**src/rtl/div_pkg.sv**
```systemverilog
// Shared types and defaults for the iterative restoring divider.
package div_pkg;

    typedef enum logic [1:0] {
        IDLE = 2'd0,
        RUN  = 2'd1,
        FIX  = 2'd2,
        DONE = 2'd3
    } div_state_t;

    localparam int DIV_WIDTH    = 32;
    localparam int DIV_MAX_ITER = 32;

endpackage

```
**src/rtl/div_core.sv**
```systemverilog
// Restoring divider fed by the divisor-alignment stage; quotient to LO,
// remainder to HI, with DIV sign fix-up applied in a final cycle.
module div_core
    import div_pkg::*;
#(
    parameter int WIDTH    = DIV_WIDTH,
    parameter int MAX_ITER = DIV_MAX_ITER
) (
    input  logic             clk,
    input  logic             rst,
    input  logic             start,
    input  logic [WIDTH-1:0] dvdnd,
    input  logic [WIDTH-1:0] dvsr,
    input  logic [WIDTH-1:0] shiftb,
    input  logic             q_neg,
    input  logic             r_neg,
    output logic             busy,
    output logic             done,
    output logic             div0,
    output logic             err,
    output logic [WIDTH-1:0] quot,
    output logic [WIDTH-1:0] rem
);

    localparam int IW = $clog2(MAX_ITER + 1);
    localparam logic [IW-1:0] ITER_LAST = IW'(MAX_ITER - 1);

    div_state_t state, state_nxt;

    logic [WIDTH-1:0] dvsr_r, dvsr_nxt;
    logic [WIDTH-1:0] rem_acc, rem_acc_nxt;
    logic [WIDTH-1:0] cur, cur_nxt;
    logic [WIDTH-1:0] q_acc, q_acc_nxt;
    logic [WIDTH-1:0] quot_nxt, rem_nxt;
    logic [IW-1:0]    iter, iter_nxt;
    logic             q_neg_r, q_neg_nxt;
    logic             r_neg_r, r_neg_nxt;
    logic             div0_nxt, err_nxt, done_nxt;
    logic             fits;
    logic [WIDTH-1:0] diff;

    assign fits = rem_acc >= cur;
    assign diff = rem_acc - cur;
    assign busy = (state == RUN) || (state == FIX);

    always_ff @(posedge clk or posedge rst) begin
        if (rst) begin
            state <= IDLE;
        end else begin
            state <= state_nxt;
        end
    end

    always_comb begin
        state_nxt   = state;
        dvsr_nxt    = dvsr_r;
        q_neg_nxt   = q_neg_r;
        r_neg_nxt   = r_neg_r;
        rem_acc_nxt = rem_acc;
        cur_nxt     = cur;
        q_acc_nxt   = q_acc;
        iter_nxt    = iter;
        quot_nxt    = quot;
        rem_nxt     = rem;
        div0_nxt    = div0;
        err_nxt     = err;
        done_nxt    = 1'b0;

        unique case (state)
            IDLE, DONE: begin
                if (start) begin
                    dvsr_nxt    = dvsr;
                    q_neg_nxt   = q_neg;
                    r_neg_nxt   = r_neg;
                    rem_acc_nxt = dvdnd;
                    cur_nxt     = shiftb;
                    q_acc_nxt   = '0;
                    iter_nxt    = '0;
                    div0_nxt    = 1'b0;
                    err_nxt     = 1'b0;
                    if (dvsr == '0) begin
                        div0_nxt  = 1'b1;
                        q_acc_nxt = '1;
                        state_nxt = FIX;
                    end else if (dvsr > dvdnd) begin
                        // shiftb is meaningless here, so skip the loop
                        state_nxt = FIX;
                    end else begin
                        state_nxt = RUN;
                    end
                end
            end
            RUN: begin
                if (fits) begin
                    rem_acc_nxt = diff;
                    q_acc_nxt   = {q_acc[WIDTH-2:0], 1'b1};
                end else begin
                    q_acc_nxt   = {q_acc[WIDTH-2:0], 1'b0};
                end
                if (cur == dvsr_r) begin
                    state_nxt = FIX;
                end else if (iter == ITER_LAST) begin
                    err_nxt   = 1'b1;
                    state_nxt = FIX;
                end else begin
                    cur_nxt  = cur >> 1;
                    iter_nxt = iter + 1'b1;
                end
            end
            FIX: begin
                if (div0) begin
                    quot_nxt = q_acc;
                    rem_nxt  = rem_acc;
                end else begin
                    quot_nxt = q_neg_r ? -q_acc : q_acc;
                    rem_nxt  = r_neg_r ? -rem_acc : rem_acc;
                end
                done_nxt  = 1'b1;
                state_nxt = DONE;
            end
            default: state_nxt = IDLE;
        endcase
    end

    always_ff @(posedge clk or posedge rst) begin
        if (rst) begin
            dvsr_r  <= '0;
            q_neg_r <= 1'b0;
            r_neg_r <= 1'b0;
            rem_acc <= '0;
            cur     <= '0;
            q_acc   <= '0;
            iter    <= '0;
            quot    <= '0;
            rem     <= '0;
            div0    <= 1'b0;
            err     <= 1'b0;
            done    <= 1'b0;
        end else begin
            dvsr_r  <= dvsr_nxt;
            q_neg_r <= q_neg_nxt;
            r_neg_r <= r_neg_nxt;
            rem_acc <= rem_acc_nxt;
            cur     <= cur_nxt;
            q_acc   <= q_acc_nxt;
            iter    <= iter_nxt;
            quot    <= quot_nxt;
            rem     <= rem_nxt;
            div0    <= div0_nxt;
            err     <= err_nxt;
            done    <= done_nxt;
        end
    end

endmodule

```
**config.mk**
```make
export PLATFORM = sky130hd
export DESIGN_NAME = div_core
export DESIGN_NICKNAME = d
export VERILOG_FILES = /design/src/rtl/div_pkg.sv /design/src/rtl/div_core.sv
export SDC_FILE = /design/constraint.sdc
export NUM_CORES = 1
export LEC_CHECK = 0
export BUFFER_PORTS_ARGS = -buffer_cell sky130_fd_sc_hd__clkbuf_2
export CORE_ASPECT_RATIO = 0.9
export CORE_UTILIZATION = 35
export DETAILED_ROUTE_END_ITERATION = 16
export HOLD_SLACK_MARGIN = 0.12
export PLACE_DENSITY_LB_ADDON = 0.05
export SETUP_SLACK_MARGIN = 0.05
export SLEW_MARGIN = 20
export SYNTH_ARGS = -nofsm -noshare
export SYNTH_HDL_FRONTEND = slang
export SYNTH_SLANG_ARGS = --single-unit
```
**constraint.sdc**
```tcl
create_clock -name clk -period 8.8 [get_ports clk]
set_input_delay 0.88 -clock clk [delete_from_list [all_inputs] [get_ports clk]]
set_output_delay 0.88 -clock clk [all_outputs]
set_load 0.02 [all_outputs]
```
==> impl_metrics.ini, run 1 <==
[sta]
rsz0062_at_grt = no
fin_skew_ns = 0.0141
drv_slew = 0
period_share_pct = 40.5
min_period_ns = 3.57
fmax_mhz = 280
setup_tns_ns = 0
setup_viol = 0
worst_pin_slew_ns = 0.978
slew_headroom_pct = 34.6
finalHoldViolCount = 0

[worst_setup_path]
rr_startpoint = state[0]
crit_fanout = 69
cp-start-kind = register
cp-end-kind = register
crit_type = register to register
reg2reg_depth = 10
crit_arrival_ns = 4.02
r2r_slack_ns = 5.23
timing.rr.end = iter[5]
cp.required_ns = 9.26

[power_and_ir_drop]
pwr-share-seq_pct = 28.0
vdd_ir_drop_max_mv = 0.169
pwr-share-comb_pct = 56.0
p_per_area_nw_per_um2 = 437
p_int_mw = 3.47
swShare_pct = 46.2
p_leak_nw = 6.61
switchingPower_mw = 2.98
pwr-share-clk_pct = 15.9

[clock_tree]
cts_hold_buf = 0
cts_tree = done
clk_latency_ns = 0.54
cts_root_buffer = clkbuf_16
cts.reportedPaths.clkPinSlew_ns = 0.06
clk_path_buf_depth = 3
cts_setup_buffers = 0
cts-resized-gates = 0
cts_num_sinks = 205
numCtsBuffers = 25
cts_htree_levels = 1

[synth]
ys.flop_type = dfrtp_1
yosys.area.top_type = dfrtp_1
synth_area_leaders = dfrtp_1 (41%), a21oi_1 (7.8%), ha_1 (6.8%), xnor2_1 (5.3%), nor2_1 (5.1%)
ys_ff_latch = 205
post-synth-top-count-cell = dfrtp_1
synth.top_cell.area_share_pct = 40.6
synth_edf_count = 0
synth_area_um2 = 12600
yosysSeqAreaShare_pct = 40.6
yosysWarnings = 0
synthTopCellsByCount = dfrtp_1 (205), a21oi_1 (198), nor2_1 (172), inv_1 (87), o21ai_0 (80)
synth.avg_cell_area_um2 = 9.05
syn_nets = 1568
syn_inst = 1397
ys_types = 72
async_flop_share_pct = 100

[route]
wl_per_cell_um = 18.7
first_pass_iters = 5
drt_iter0_markers = 717
routed_wl_um = 37600
routed_via_density = 5.15
drc = 0
vias = 10366
ant_nets = 0

[global_routing]
grt_usage_pct = 20.5
grt_max_degree = 90
first_global_vias = 9985
grt-ovfl-total = 0
antenna_found_initial = 0
grt_pass1_wl_um = 59200

[placed_design]
place_area_um2 = 13900
dpl.cell_count = 1972
gp_congestion = 0.887
dp_hpwl_um = 28700
port_buffers = 168

[floorplan]
std_cell_rows = 65
die_y_um = 182
die_area_um2 = 36900
ioPinCount = 169
die_w_um = 202
coreArea_um2 = 35300
initial_utilization_pct = 35.8

[finish]
nNetsFinal = 1701
antenna_cells = 0
fin_area_um2 = 14800
area.growth.synth_to_final_pct = 16.7
layoutNonFillerInstCount = 2013
fill_cells = 3590
drive_gt1_share_pct = 18.7

[worst_hold_path]
hold_class = primary input to asynchronous set/reset pin

[status]
run_status = complete, no violations

[job]
cap_violations = 0
worst max path at each step:
stage / from / end / cells after the start
floorplan: rst / cur[0] / 1
global placement: start / iter[5] / 9
detailed placement: start / iter[5] / 9
CTS: state[0] / iter[5] / 10
global route: rem_acc[0] / rem_acc[31] / 13
finish: state[0] / iter[5] / 10
per-stage QoR:
| stage | hold slack [ns] | worst slack [ns] | utilization [%] | power (mW) |
|---|---|---|---|---|
| final | 0.391 | 5.23 | 41.8 | 6.45 |
| after global routing | 0.420 | 4.91 | 41.8 | 7.01 |
| after CTS | 0.408 | 5.20 | 41.8 | 6.49 |
| after detailed placement | 0.497 | 4.95 | 39.5 | 5.42 |
| after global placement | 0.492 | 5.06 | 39.5 | 5.40 |
| after floorplan | 0.469 | 2.32 | - | 4.43 |
flip-flops by register name, summed over array words and instances (netlist names), 2 cells and up:
name	flops
quot	32
iter	6
rem_acc	32
state	2
q_acc	32
dvsr_r	32
cur	32
rem	32
placed cells by master (no fill, tap or decap), drive strengths merged, types with 3 or more instances in the layout:
cell type and count:
a21o 26, buf 11, o21a 5, nor4 21, or3 6, nand3 17
o41ai 9, mux2i 47, ha 69, dfrtp 205, xor2 46, a211oi 10
o21ai 84, mux2 43, or2 4, nor3b 5, clkbuf 203, nor3 14
nand2 69, o211ai 9, or4 6, o21bai 3, o31ai 12, and2 5
a21oi 198, inv 88, a31oi 6, nand4 24, nor2b 7, xnor2 76
nand2b 7, nor2 172, o221ai 4
cell type report:
cell class	count	area, um2	area share (%)
clock buffer	35	723	4.90
clock inverter	6	86.3	0.585
inverter	87	334	2.26
multi-input combinational	1032	6980	47.3
sequential	205	5130	34.8
tap	469	587	3.98
timing repair buffer	179	923	6.26
critical path: stages (launching register included):
cell     delay (ns)
dfrtp_1        0.39
inv_1          0.10
ha_4           0.29
nand2_2        0.54
o21ai_1        0.65
nand2_1        0.22
a21oi_4        0.15
buf_4          0.52
nand3_1        0.16
or3_1          0.32
a21oi_1        0.14
power groups by stage:
stage / combinational [mW] / sequential (mW) / clock (mW)
floorplan: 2.59 / 1.85 / 0
global placement: 3.59 / 1.81 / 0
detailed placement: 3.60 / 1.82 / 0
CTS: 3.63 / 1.81 / 1.06
global route: 4.04 / 1.87 / 1.10
finish: 3.61 / 1.81 / 1.03
cells by family after synthesis:
group	after synthesis	share of synthesized area (%)
AND/OR/NAND/NOR	364	13.6
multiplexers	90	7.58
buffers and inverters	160	4.78
flip-flops	205	40.6
XOR/XNOR	122	8.45
adder cells (fa/ha/maj)	70	6.99
AO/OA/AOI/OAI	386	18.0
layer usage:
| layer | share of wire (%) | track usage [%] | up-vias |
|---|---|---|---|
| li1 | - | - | 5193 |
| met1 | 54 | 33.1 | 4909 |
| met2 | 40 | 28.6 | 227 |
| met3 | 4.2 | 2.82 | 37 |
| met4 | 1.8 | 3.94 | 0 |
| met5 | 0 | 0 | - |
No activity file was read; power rests on OpenSTA's default activity.
==> inputs of run 2 (changes only) <==
Clock period 8.8 ns to 3.7 ns, I/O delays scaled along.
==> run 2 against run 1 <==
  * Core utilization rose by 0.55 points
  * Sequential cell count did not move
  * Critical path depth rose by 3
  * Register-to-register slack worse by 4.8 ns
  * Critical path type unchanged
  * Critical endpoint is now rem_acc[31]
==> impl_metrics.ini, run 2 (same netlist as run 1, synthesis figures left out) <==
[floorplan]
initial_utilization_pct = 35.8
die_w_um = 202
die_y_um = 182
coreArea_um2 = 35300
ioPinCount = 169
std_cell_rows = 65
die_area_um2 = 36900

[sta]
finalHoldViolCount = 0
worst_pin_slew_ns = 0.968
min_period_ns = 3.27
holdWs_ns = 0.142
period_share_pct = 88.5
slew_headroom_pct = 35.5
fin_skew_ns = 0.0144
setup_tns_ns = 0
rsz0062_at_grt = no
drv_slew = 0
setup_viol = 0
fmax_mhz = 305

[placed_design]
gp_congestion = 0.900
dpl.cell_count = 1983
port_buffers = 168
dp_hpwl_um = 29700

[status]
run_status = complete, no violations

[worst_setup_path]
cp-start-kind = register
r2r_slack_ns = 0.43
crit_type = register to register
crit_fanout = 10
rr_startpoint = rem_acc[0]
worstSetupStartpoint = rem_acc[0]
cp-end-kind = register
crit_arrival_ns = 3.67
cp.required_ns = 4.10
reg2reg_depth = 13
timing.rr.end = rem_acc[31]
crit_path_end = rem_acc[31]

[global_routing]
grt_pass1_wl_um = 60200
grt-ovfl-total = 0
grt_max_degree = 79
antenna_found_initial = 0
grt_usage_pct = 20.9
first_global_vias = 10032

[route]
ant_nets = 0
top_layer = met4
first_pass_iters = 5
dr_wl_met2_um = 15200
drc = 0
dr_wl_met3_um = 1980
vias = 10477
routed_wl_um = 38100
met1_length_um = 20300
wl_per_cell_um = 18.7
routed_via_density = 5.15
drt_iter0_markers = 701

[finish]
area.growth.synth_to_final_pct = 18.3
layout.cells.most_common_list = dfrtp_1 (205), a21oi_1 (197), nor2_1 (172)
layoutNonFillerInstCount = 2035
final_util_pct = 42.4
nNetsFinal = 1722
drive_gt1_share_pct = 19.5
antenna_cells = 0
layout_commonest_cell = dfrtp_1
fill_cells = 3602

[job]
cap_violations = 0

[worst_hold_path]
hold_class = primary input to register

[clock_tree]
clk_latency_ns = 0.52
cts.reportedPaths.clkPinSlew_ns = 0.06
numCtsBuffers = 25
cts_tree = done
cts_htree_levels = 1
cts_root_buffer = clkbuf_16
cts_num_sinks = 205
clk_path_buf_depth = 3

[power_and_ir_drop]
p_total_mw = 15.5
vdd_ir_drop_max_mv = 0.342
p_per_area_nw_per_um2 = 1030
p_leak_nw = 6.72
==> run 2: changes by cell type in the layout (fill, tap and decap cells not counted), sizes merged <==
cell / change
buf: +16
clkbuf: +3
clkinvlp: +1
bufinv: -1
dlygate4sd3: +5
inv: -2
==> run 2: per-layer routing <==
layer / up-vias / GRT usage [%]
met5: - / 0
met3: 37 / 3.18
li1: 5233 / -
met1: 4961 / 33.5
met2: 246 / 29.1
met4: 0 / 3.94
==> run 2: where the power goes <==
part	switching [mW]	internal [mW]	total, mW
combinational	5.15	3.65	8.79
clock	0.944	1.48	2.42
sequential	1.02	3.24	4.26
==> run 2: what timing repair did <==
action,in CTS,in global routing
setup endpoints to repair,0,19
resized for setup,0,0
endpoints found under the hold margin,29,0
hold buffers,5,0
buffers inserted,0,5
==> run 2: metrics by stage <==
stage	setup WS [ns]	instance area [um2]
after floorplan	0.672	12600
final	0.425	15000
after global placement	0.395	14100
after detailed placement	0.288	14100
after CTS	0.287	14900
after global routing	0.0809	15000
==> run 2: cell type report <==
class	instances	area (um2)	area share [%]
flip-flops and latches	205	5130	34.3
inverters	87	330	2.21
repair buffers	200	1120	7.48
clock buffers	38	764	5.11
clock inverters	4	47.5	0.318
multi-input cells	1032	6980	46.6
well taps	469	587	3.92
==> run 2: worst min path at each step <==
stage,startpoint,endpoint,slack [ns],cells after the start
floorplan,q_acc[31],q_acc[31],0.47,2
global placement,q_acc[31],q_acc[31],0.49,2
detailed placement,dvsr_r[0],dvsr_r[0],0.49,2
CTS,shiftb[24],cur[24],0.12,3
global route,shiftb[20],cur[20],0.14,3
finish,shiftb[24],cur[24],0.14,3
==> run 2: critical path: stages (launching register included) <==
cell      delay [ns]
dfrtp_1         0.42
inv_1           0.13
ha_1            0.18
inv_1           0.05
fa_1            0.42
a211oi_1        0.29
o211ai_1        0.16
a41oi_1         0.32
nor2_1          0.14
o21ai_1         0.33
a311oi_4        0.23
buf_4           0.22
a31oi_1         0.17
nand3_1         0.10
